$ cat config.mk
export PLATFORM = sky130hd
export DESIGN_NAME = instr_fetch_prefetch_flat
export DESIGN_NICKNAME = d
export VERILOG_FILES = /design/src/rtl/instr_fetch_prefetch_if.sv /design/src/rtl/instr_fetch_prefetch.sv /design/src/flat_wrapper.sv
export SDC_FILE = /design/constraint.sdc
export NUM_CORES = 1
export LEC_CHECK = 0
export ABC_AREA = 1
export BUFFER_PORTS_ARGS = -buffer_cell sky130_fd_sc_hd__buf_2
export CAP_MARGIN = 15
export CORE_MARGIN = 4
export CORE_UTILIZATION = 40
export CTS_CLUSTER_DIAMETER = 150
export DETAILED_ROUTE_END_ITERATION = 12
export GPL_ROUTABILITY_DRIVEN = 0
export PLACE_DENSITY = 0.67
export SETUP_SLACK_MARGIN = 0.2
export SYNTH_ARGS = -nofsm -noshare
export SYNTH_HDL_FRONTEND = slang
export SYNTH_SLANG_ARGS = --single-unit
export TNS_END_PERCENT = 30
$ cat constraint.sdc
create_clock -name clk -period 3.3 [get_ports clk]
set_input_delay 0.165 -clock clk [delete_from_list [all_inputs] [get_ports clk]]
set_output_delay 0.165 -clock clk [all_outputs]
set_load 0.02 [all_outputs]
$ cat src/rtl/instr_fetch_prefetch_if.sv
// Fetch-unit bus: instruction RAM request/response plus the core-side
// prefetch handshake and redirect controls.
interface instr_fetch_prefetch_if #(
  parameter int unsigned ADDR_WIDTH = 8,
  parameter int unsigned DATA_WIDTH = 32
);

  // Core-side control
  logic                    fetch_enable_i;
  logic                    branch_i;
  logic [ADDR_WIDTH-1:0]   branch_addr_i;

  // Instruction RAM port
  logic                    mem_en_o;
  logic [ADDR_WIDTH-1:0]   mem_addr_o;
  logic                    mem_we_o;
  logic [DATA_WIDTH/8-1:0] mem_be_o;
  logic [DATA_WIDTH-1:0]   mem_wdata_o;
  logic [DATA_WIDTH-1:0]   mem_rdata_i;

  // Decode-side handshake
  logic                    instr_valid_o;
  logic                    instr_ready_i;
  logic [DATA_WIDTH-1:0]   instr_rdata_o;
  logic [ADDR_WIDTH-1:0]   instr_addr_o;

  // Fetch unit side
  modport master (
    input  fetch_enable_i,
    input  branch_i,
    input  branch_addr_i,
    output mem_en_o,
    output mem_addr_o,
    output mem_we_o,
    output mem_be_o,
    output mem_wdata_o,
    input  mem_rdata_i,
    output instr_valid_o,
    input  instr_ready_i,
    output instr_rdata_o,
    output instr_addr_o
  );

  // Environment side (RAM + core)
  modport slave (
    output fetch_enable_i,
    output branch_i,
    output branch_addr_i,
    input  mem_en_o,
    input  mem_addr_o,
    input  mem_we_o,
    input  mem_be_o,
    input  mem_wdata_o,
    output mem_rdata_i,
    input  instr_valid_o,
    output instr_ready_i,
    input  instr_rdata_o,
    input  instr_addr_o
  );

endinterface

$ cat src/rtl/instr_fetch_prefetch.sv
// Instruction fetch with a small prefetch FIFO. Issues sequential word reads
// to a 1-cycle registered RAM, tracks the single in-flight response and
// flushes buffered/in-flight words on a branch redirect.
module instr_fetch_prefetch #(
  parameter int unsigned          ADDR_WIDTH = 8,
  parameter int unsigned          DATA_WIDTH = 32,
  parameter int unsigned          FIFO_DEPTH = 2,
  parameter logic [ADDR_WIDTH-1:0] BOOT_ADDR = '0
) (
  input  logic                   clk,
  input  logic                   rstn_i,
  instr_fetch_prefetch_if.master bus
);

  localparam int unsigned Stride = DATA_WIDTH / 8;
  localparam int unsigned PtrW   = (FIFO_DEPTH > 1) ? $clog2(FIFO_DEPTH) : 1;
  localparam int unsigned CntW   = $clog2(FIFO_DEPTH + 1);
  // One extra bit so count + pend never wraps in the space test
  localparam int unsigned OccW   = CntW + 1;

  localparam logic [ADDR_WIDTH-1:0] OffMask     = ADDR_WIDTH'(Stride - 1);
  localparam logic [ADDR_WIDTH-1:0] StrideA     = ADDR_WIDTH'(Stride);
  localparam logic [ADDR_WIDTH-1:0] BootAligned = BOOT_ADDR & ~OffMask;
  localparam logic [PtrW-1:0]       LastPtr     = PtrW'(FIFO_DEPTH - 1);

  // Fetch address / in-flight tracking
  logic [ADDR_WIDTH-1:0] fetch_addr_q, fetch_addr_d;
  logic                  pend_q;
  logic [ADDR_WIDTH-1:0] pend_addr_q;

  // Prefetch FIFO
  logic [DATA_WIDTH-1:0] data_q [FIFO_DEPTH];
  logic [ADDR_WIDTH-1:0] addr_q [FIFO_DEPTH];
  logic [PtrW-1:0]       wptr_q, wptr_d;
  logic [PtrW-1:0]       rptr_q, rptr_d;
  logic [CntW-1:0]       count_q, count_d;

  logic                  pop;
  logic                  push;
  logic                  space_ok;
  logic [OccW-1:0]       occupancy;
  logic [ADDR_WIDTH-1:0] branch_tgt;
  logic                  mem_en;
  logic [ADDR_WIDTH-1:0] mem_addr;

  // Request issue and next fetch address
  always_comb begin
    mem_en       = 1'b0;
    mem_addr     = fetch_addr_q;
    fetch_addr_d = fetch_addr_q;
    pop          = (count_q != '0) && bus.instr_ready_i;
    // A response landing in a branch cycle belongs to the old path
    push         = pend_q && !bus.branch_i;
    branch_tgt   = bus.branch_addr_i & ~OffMask;
    occupancy    = OccW'(count_q) + OccW'(pend_q) - OccW'(pop);
    space_ok     = occupancy < OccW'(FIFO_DEPTH);

    if (bus.branch_i) begin
      mem_en       = bus.fetch_enable_i;
      mem_addr     = branch_tgt;
      fetch_addr_d = bus.fetch_enable_i ? (branch_tgt + StrideA) : branch_tgt;
    end else if (bus.fetch_enable_i && space_ok) begin
      mem_en       = 1'b1;
      fetch_addr_d = fetch_addr_q + StrideA;
    end

    // Request must drop the moment reset asserts, not at the next edge
    if (!rstn_i) begin
      mem_en = 1'b0;
    end
  end

  // FIFO pointer and occupancy update
  always_comb begin
    wptr_d  = wptr_q;
    rptr_d  = rptr_q;
    count_d = count_q;
    if (bus.branch_i) begin
      wptr_d  = '0;
      rptr_d  = '0;
      count_d = '0;
    end else begin
      if (push) begin
        wptr_d = (wptr_q == LastPtr) ? '0 : wptr_q + 1'b1;
      end
      if (pop) begin
        rptr_d = (rptr_q == LastPtr) ? '0 : rptr_q + 1'b1;
      end
      count_d = count_q + CntW'(push) - CntW'(pop);
    end
  end

  // Fetch address and in-flight request registers
  always_ff @(posedge clk or negedge rstn_i) begin
    if (!rstn_i) begin
      fetch_addr_q <= BootAligned;
      pend_q       <= 1'b0;
      pend_addr_q  <= '0;
    end else begin
      fetch_addr_q <= fetch_addr_d;
      pend_q       <= mem_en;
      pend_addr_q  <= mem_addr;
    end
  end

  // FIFO control registers
  always_ff @(posedge clk or negedge rstn_i) begin
    if (!rstn_i) begin
      wptr_q  <= '0;
      rptr_q  <= '0;
      count_q <= '0;
    end else begin
      wptr_q  <= wptr_d;
      rptr_q  <= rptr_d;
      count_q <= count_d;
    end
  end

  // FIFO storage; RAM data is only valid the cycle after the request
  always_ff @(posedge clk or negedge rstn_i) begin
    if (!rstn_i) begin
      for (int i = 0; i < FIFO_DEPTH; i++) begin
        data_q[i] <= '0;
        addr_q[i] <= '0;
      end
    end else if (push) begin
      data_q[wptr_q] <= bus.mem_rdata_i;
      addr_q[wptr_q] <= pend_addr_q;
    end
  end

  assign bus.mem_en_o      = mem_en;
  assign bus.mem_addr_o    = mem_addr;
  assign bus.mem_we_o      = 1'b0;
  assign bus.mem_be_o      = '1;
  assign bus.mem_wdata_o   = '0;
  assign bus.instr_valid_o = (count_q != '0);
  assign bus.instr_rdata_o = data_q[rptr_q];
  assign bus.instr_addr_o  = addr_q[rptr_q];

endmodule

$ cat src/flat_wrapper.sv
// flat-port wrapper written by rule: the top's interface ports become plain ports
module instr_fetch_prefetch_flat 
#(
  parameter int unsigned          ADDR_WIDTH = 8,
  parameter int unsigned          DATA_WIDTH = 32,
  parameter int unsigned          FIFO_DEPTH = 2,
  parameter logic [ADDR_WIDTH-1:0] BOOT_ADDR = '0
)
  (clk, rstn_i, bus_fetch_enable_i, bus_branch_i, bus_branch_addr_i, bus_mem_en_o, bus_mem_addr_o, bus_mem_we_o, bus_mem_be_o, bus_mem_wdata_o, bus_mem_rdata_i, bus_instr_valid_o, bus_instr_ready_i, bus_instr_rdata_o, bus_instr_addr_o);
  instr_fetch_prefetch_if #(.ADDR_WIDTH(ADDR_WIDTH), .DATA_WIDTH(DATA_WIDTH)) bus_i ();
  input  logic clk;
  input  logic rstn_i;
  input wire logic [$bits(bus_i.fetch_enable_i)-1:0] bus_fetch_enable_i;
  input wire logic [$bits(bus_i.branch_i)-1:0] bus_branch_i;
  input wire logic [$bits(bus_i.branch_addr_i)-1:0] bus_branch_addr_i;
  output wire logic [$bits(bus_i.mem_en_o)-1:0] bus_mem_en_o;
  output wire logic [$bits(bus_i.mem_addr_o)-1:0] bus_mem_addr_o;
  output wire logic [$bits(bus_i.mem_we_o)-1:0] bus_mem_we_o;
  output wire logic [$bits(bus_i.mem_be_o)-1:0] bus_mem_be_o;
  output wire logic [$bits(bus_i.mem_wdata_o)-1:0] bus_mem_wdata_o;
  input wire logic [$bits(bus_i.mem_rdata_i)-1:0] bus_mem_rdata_i;
  output wire logic [$bits(bus_i.instr_valid_o)-1:0] bus_instr_valid_o;
  input wire logic [$bits(bus_i.instr_ready_i)-1:0] bus_instr_ready_i;
  output wire logic [$bits(bus_i.instr_rdata_o)-1:0] bus_instr_rdata_o;
  output wire logic [$bits(bus_i.instr_addr_o)-1:0] bus_instr_addr_o;
  assign bus_i.fetch_enable_i = bus_fetch_enable_i;
  assign bus_i.branch_i = bus_branch_i;
  assign bus_i.branch_addr_i = bus_branch_addr_i;
  assign bus_mem_en_o = bus_i.mem_en_o;
  assign bus_mem_addr_o = bus_i.mem_addr_o;
  assign bus_mem_we_o = bus_i.mem_we_o;
  assign bus_mem_be_o = bus_i.mem_be_o;
  assign bus_mem_wdata_o = bus_i.mem_wdata_o;
  assign bus_i.mem_rdata_i = bus_mem_rdata_i;
  assign bus_instr_valid_o = bus_i.instr_valid_o;
  assign bus_i.instr_ready_i = bus_instr_ready_i;
  assign bus_instr_rdata_o = bus_i.instr_rdata_o;
  assign bus_instr_addr_o = bus_i.instr_addr_o;
  instr_fetch_prefetch #(.ADDR_WIDTH(ADDR_WIDTH), .DATA_WIDTH(DATA_WIDTH), .FIFO_DEPTH(FIFO_DEPTH), .BOOT_ADDR(BOOT_ADDR)) u_core (.clk(clk), .rstn_i(rstn_i), .bus(bus_i));
endmodule
* Word level (Yosys, flattened, before mapping)
Cells that the tools add are included.
** Word-level totals
- Input bits :: 45
- Word-level logic and storage cells :: 59
- Flip-flop bits (word level) :: 101
- Output and inout port bits :: 87
** Cells by class
- Bitwise gates (word level) :: 2
- Reductions and logical operators :: 9
- Order comparisons :: 4
- $add $sub $neg :: 8
- Multiplexer cells :: 26
** Operators with widths (number)
- two-way mux 32 bit :: 4
- bitwise mux 64 bit :: 1
- two-way mux 8 bit :: 8
- demux 32 bit (select 1 bit) :: 1
- adder 8 x 3 -> 8 bit, second input constant :: 2
- bitwise mux 16 bit :: 1
- two-way mux 1 bit :: 9
- demux 8 bit (select 1 bit) :: 1
- nonzero test 2 bit :: 4
- greater-or-equal comparator 2 bit, second input constant :: 2
- logical AND 1 bit :: 4
- NOT 1 -> 2 bit :: 2
- adder 2 x 1 -> 3 bit :: 1
- less-than comparator 3 x 2 -> 1 bit, second input constant :: 1
- subtractor 3 x 1 -> 3 bit :: 1
- adder 1 bit, second input constant :: 2
- adder 2 x 1 -> 2 bit :: 1
- less-than comparator 2 x 1 -> 1 bit, second input constant :: 1
- two-way mux 2 bit :: 1
- subtractor 2 x 1 -> 2 bit :: 1
- zero test 1 bit :: 1

* Longest topological paths before layout
- Depth in word-level cells :: 8
- Gate-level depth with buffers :: 14
- Gate-level depth less buffers :: 14

* Least setup slack after synthesis
Ideal clock, no wire load.
- Path type :: register to register
- Start point :: register u_core.count_q[1]
- End point :: register u_core.pend_q
- Path buffers :: 0
- Setup slack :: 1.124 ns
- Library setup time :: 0.167 ns
- Stages on the path, launching flop included :: 9
- Data required time :: 3.133 ns
- Period minus slack after synthesis :: 2.176 ns
- Arrival :: 2.008 ns
- Cell sequence :: dfrtp_1 -> inv_1 -> nand2_1 -> nand2_1 -> nor2_1 -> o21ai_0 -> fa_1 -> nand3_1 -> a21oi_1
** On the way
- Longest elaborated chain between the ends :: 8
- Elaborated cells between the ends (all ways) :: 9
- Classes of those cells :: 2 x add/sub; 1 x order compare; 3 x mux; 3 x reduce/logical
** RTL lines
- from (decl) :: line instr_fetch_prefetch.sv:36 : logic [CntW-1:0] count_q, count_d;
- from (signal assigned) :: line instr_fetch_prefetch.sv:115 : count_q <= count_d;
- nonzero test 2 bit
- net bus_instr_valid_o :: line flat_wrapper.sv:22 : output wire logic [$bits(bus_i.instr_valid_o)-1:0] bus_instr_valid_o;
- logical AND 1 bit :: line instr_fetch_prefetch.sv:51 : pop = (count_q != '0) && bus.instr_ready_i;
- subtractor 3 x 1 -> 3 bit :: line instr_fetch_prefetch.sv:55 : occupancy = OccW'(count_q) + OccW'(pend_q) - OccW'(pop);
- less-than comparator 3 x 2 -> 1 bit :: line instr_fetch_prefetch.sv:56 : space_ok = occupancy < OccW'(FIFO_DEPTH);
- logical AND 1 bit :: line instr_fetch_prefetch.sv:62 : end else if (bus.fetch_enable_i && space_ok) begin
- two-way mux 1 bit :: line instr_fetch_prefetch.sv:62
- two-way mux 1 bit :: line instr_fetch_prefetch.sv:58 : if (bus.branch_i) begin
- two-way mux 1 bit :: line instr_fetch_prefetch.sv:68 : if (!rstn_i) begin
- net bus_mem_en_o :: line flat_wrapper.sv:16 : output wire logic [$bits(bus_i.mem_en_o)-1:0] bus_mem_en_o;
- to (signal assigned) :: line instr_fetch_prefetch.sv:101 : pend_q <= mem_en;
- to (decl) :: line instr_fetch_prefetch.sv:28 : logic pend_q;
The timed path passes the listed nets, and every way through them passes these cells.
A chain may end at the register's enable or synchronous reset.

* Worst setup path after layout
- Start point :: register u_core.count_q[1]
- End point :: output port bus_mem_en_o
** On the way
- Longest elaborated chain between the ends :: 8
- Elaborated cells between the ends (all ways) :: 9
- Classes of those cells :: 2 x add/sub; 1 x order compare; 3 x mux; 3 x reduce/logical
** RTL lines (line)
- parallel branches: the longest is 2 deep, another holds adder 2 x 1 -> 3 bit
- subtractor 3 x 1 -> 3 bit (*) :: instr_fetch_prefetch.sv:55
- less-than comparator 3 x 2 -> 1 bit (*) :: instr_fetch_prefetch.sv:56
- logical AND 1 bit (*) :: instr_fetch_prefetch.sv:62
- two-way mux 1 bit (*) :: instr_fetch_prefetch.sv:62
- two-way mux 1 bit (*) :: instr_fetch_prefetch.sv:58
- two-way mux 1 bit (*) :: instr_fetch_prefetch.sv:68
- to (decl) :: flat_wrapper.sv:16
Every way passes the cells marked *.

==> impl_metrics.csv <==
group,metric,value,unit
run_status,status,"finished, final reports clean",
placement,io_buffers,90,
routing,drt-total-wl,9.87,mm
cts,root_buffer,"clkbuf_16",
timing,rsz0062_at_grt,"no",
grt,grt_pass1_vias,3556,
routing,drt-initial-drc-count,245,
setup_path,r2r_end,"u_core.fetch_addr_q[4]",
setup_path,reg2reg_setup_slack,1.11,ns
power,seqPwrFrac,41.0,%
cells_and_area,register_area,2400,sq um
job,drv_cap,0,
grt,gr-total-overflow,0,
cts,numClockSinks,96,
grt,global_route.usage.met1,19.4,%
routing,ant_nets,0,
floorplanning,core_area,11500,sq um
cts,insertion_delay,0.33,ns
cts,tritoncts,"done",
placement,hpwlAfterDp,6.61,mm
power,p_clk_share,20.4,%
timing,hold_viol,0,
power,pwr-share-comb,38.6,%
timing,setup_viol,0,
grt,gr-usage-all-layers,14.9,%
setup_path,crit_path_end_kind,"output pin",
power,p_leak,3.05,nW
min_path,hold_path_end,"u_core.data_q[29]",
routing,drtPass1Iterations,5,
floorplanning,die_h,117,microns
cells_and_area,design_area,5370,sq um
setup_path,r2r_cells,11,
routing,wl_per_cell,12.1,microns
power,intPower,2.87,mW
routing,vias_per_cell,4.60,
cells_and_area,layout.nets,721,
min_path,hold_depth,3,
floorplanning,die_w,117,microns
routing,drcViolationCount,0,
power,irDropWorstVdd,294,uV
floorplanning,ios,132,
power,power_density,894,nW/um^2
timing,fin_tns_setup,0,ns
timing,fin_crit,2.51,ns
placement,placed_area,5070,sq um
grt,grtUsageMet2,25.2,%
setup_path,required,3.13,ns
floorplanning,rows,39,
setup_path,worstPathArrival,2.34,ns
setup_path,path_max_fanout,4,
cells_and_area,area_delta_synth_final,13.4,%
min_path,min_from,"bus_mem_rdata_i[29]",
cells_and_area,drive_above_1_share,17.0,%
cts,cts_buffers,9,
timing,max_freq,399,MHz
timing,worstMarginPinSlew,0.836,ns
min_path,hp-class,"primary input to register",
grt,antenna_found_initial,0,
cells_and_area,multi_input_area,1780,sq um
yosys,yosysUniqueCellTypes,26,
cts,htree_num_levels,3,
cts,clockBufferDepth,2,
yosys,yosys_warnings,0,
timing,slew_headroom,44.2,%
timing,period_share,75.9,%
floorplanning,start_util,41.1,%
yosys,netlist_area,4730,sq um
routing,vias,3764,
grt,gr-max-usage-layer,"met2",
setup_path,rr_startpoint,"u_core.count_q[1]",
setup_path,critPathKind,"register to output pin",
floorplanning,dieArea,13600,sq um
yosys,ys_seq_area_share,50.8,%
timing,final-max-slew-violation-count,0,
cells_and_area,fill_cells,1158,
yosys,syn_inst,594,
timing,skew,0.00329,ns
yosys,synth-seq-cells,96,
power,p_sw,1.92,mW
grt,grt_util_met3,3.21,%
grt,grt_pass1_wl,16.3,mm
setup_path,cp-start-kind,"register",
power,switching_share,40.1,%
cells_and_area,num_antenna_cells,0,
grt,grt_max_degree,80,
yosys,synth_area_per_cell,7.97,sq um
cts,clk_pin_slew,0.06,ns
## power by group through the flow
stage | logic [mW] | registers (mW) | clock network, mW
final | 1.85 | 1.97 | 0.979
after global routing | 2.11 | 2.03 | 1.06
after CTS | 1.88 | 1.96 | 1.01
after detailed placement | 1.87 | 1.98 | 0
after global placement | 1.83 | 1.96 | 0
after floorplan | 1.38 | 1.92 | 0
## sequential cells by signal (all words and copies together) (netlist names)
signal / cells
u_core.pend_addr_q: 7
u_core.count_q: 2
u_core.fetch_addr_q: 6
u_core.data_q: 64
u_core.rptr_q: 1
u_core.addr_q: 14
u_core.pend_q: 1
u_core.wptr_q: 1
## final cells by class
class | instances | area share [%]
Timing Repair Buffer | 95 | 9.18
Inverter | 60 | 4.20
Clock buffer | 12 | 4.78
Multi-Input combinational cell | 409 | 33.2
Tap cell | 143 | 3.33
Clock inverter | 4 | 0.536
Sequential cell | 96 | 44.8
## worst max-delay path, stage by stage, from the launching register on
cell	delay (ns)
dfrtp_1	0.43
inv_1	0.09
nand2_1	0.08
nand2_1	0.10
nor2_1	0.18
o21ai_0	0.15
fa_1	0.53
nand3_1	0.08
a21oi_1	0.17
buf_2	0.20
## cells by family (layout without fill, tap and decap cells)
| logic type | after synthesis | count (layout) | share of synthesized area [%] |
|---|---|---|---|
| AO/OA/AOI/OAI | 97 | 97 | 10.4 |
| XOR/XNOR | 5 | 5 | 0.925 |
| adder cells (fa/ha/maj) | 5 | 5 | 1.48 |
| buffers and inverters | 127 | 171 | 14.6 |
| flip-flops | 96 | 96 | 50.8 |
| other | 2 | 40 | 0.159 |
| AND/OR/NAND/NOR | 262 | 262 | 21.7 |
## worst max-delay path by stage
stage,startpoint,endpoint,depth (start not counted)
after floorplan,u_core.count_q[1],u_core.pend_q,8
after global placement,u_core.count_q[1],u_core.fetch_addr_q[4],11
after detailed placement,u_core.count_q[1],u_core.fetch_addr_q[4],11
after CTS,u_core.count_q[1],bus_mem_en_o,9
after global routing,u_core.count_q[1],bus_mem_en_o,10
final,u_core.count_q[1],bus_mem_en_o,9
## synth_stat cells, drive strengths merged
library cell / n / area (sq um)
nand2: 238 / 911
dfrtp: 96 / 2400
o21ai: 91 / 455
inv: 60 / 225
buf: 55 / 415
nand3: 13 / 65.1
clkbuf: 12 / 48.8
nor2: 10 / 45.0
ha: 4 / 50.1
xor2: 4 / 35.0
a21oi: 3 / 15.0
conb: 2 / 7.51
a22oi: 1 / 7.51
a31oi: 1 / 6.26
fa: 1 / 20.0
nand4: 1 / 6.26
o211ai: 1 / 7.51
xnor2: 1 / 8.76
## through the flow
step / hold WS, ns / setup WS, ns / utilization (%) / cells / power [mW]
global placement: 0.116 / 1.22 / 44.0 / 802 / 3.79
finish: 0.0790 / 0.794 / 46.6 / 819 / 4.80
floorplan: -0.131 / 1.12 / - / 632 / 3.29
detailed placement: 0.123 / 1.12 / 44.0 / 802 / 3.86
global route: 0.0778 / 0.655 / 46.6 / 819 / 5.20
CTS: 0.0666 / 0.788 / 46.6 / 819 / 4.86
## layer usage
metal	wire length (microns)	vias to the layer above	part of all wire, %
met5	0	-	0
met4	113	0	1.1
met3	575	10	5.8
met2	4610	114	47
met1	4580	1741	46
li1	-	1899	-
## layout by cell type, fill, tap and decap left out
master,instances
a21oi_1,3
a22oi_1,1
a31oi_1,1
buf_2,89
buf_4,5
clkbuf_1,1
clkbuf_16,9
clkbuf_8,2
clkinv_2,1
clkinv_4,1
clkinvlp_4,2
conb_1,40
dfrtp_1,96
dlygate4sd3_1,1
fa_1,1
ha_1,4
inv_1,58
inv_2,2
nand2_1,235
nand2_2,1
nand2_4,2
nand3_1,13
nand4_1,1
nor2_1,9
nor2_4,1
o211ai_1,1
o21ai_0,61
o21ai_1,30
xnor2_1,1
xor2_1,4
## repair_timing
action	in CTS	in global routing
buffers inserted	0	0
endpoints found under the hold margin	29	0
gates resized for setup	0	0
hold buffers	1	0
No activity file was read; power rests on OpenSTA's default activity.
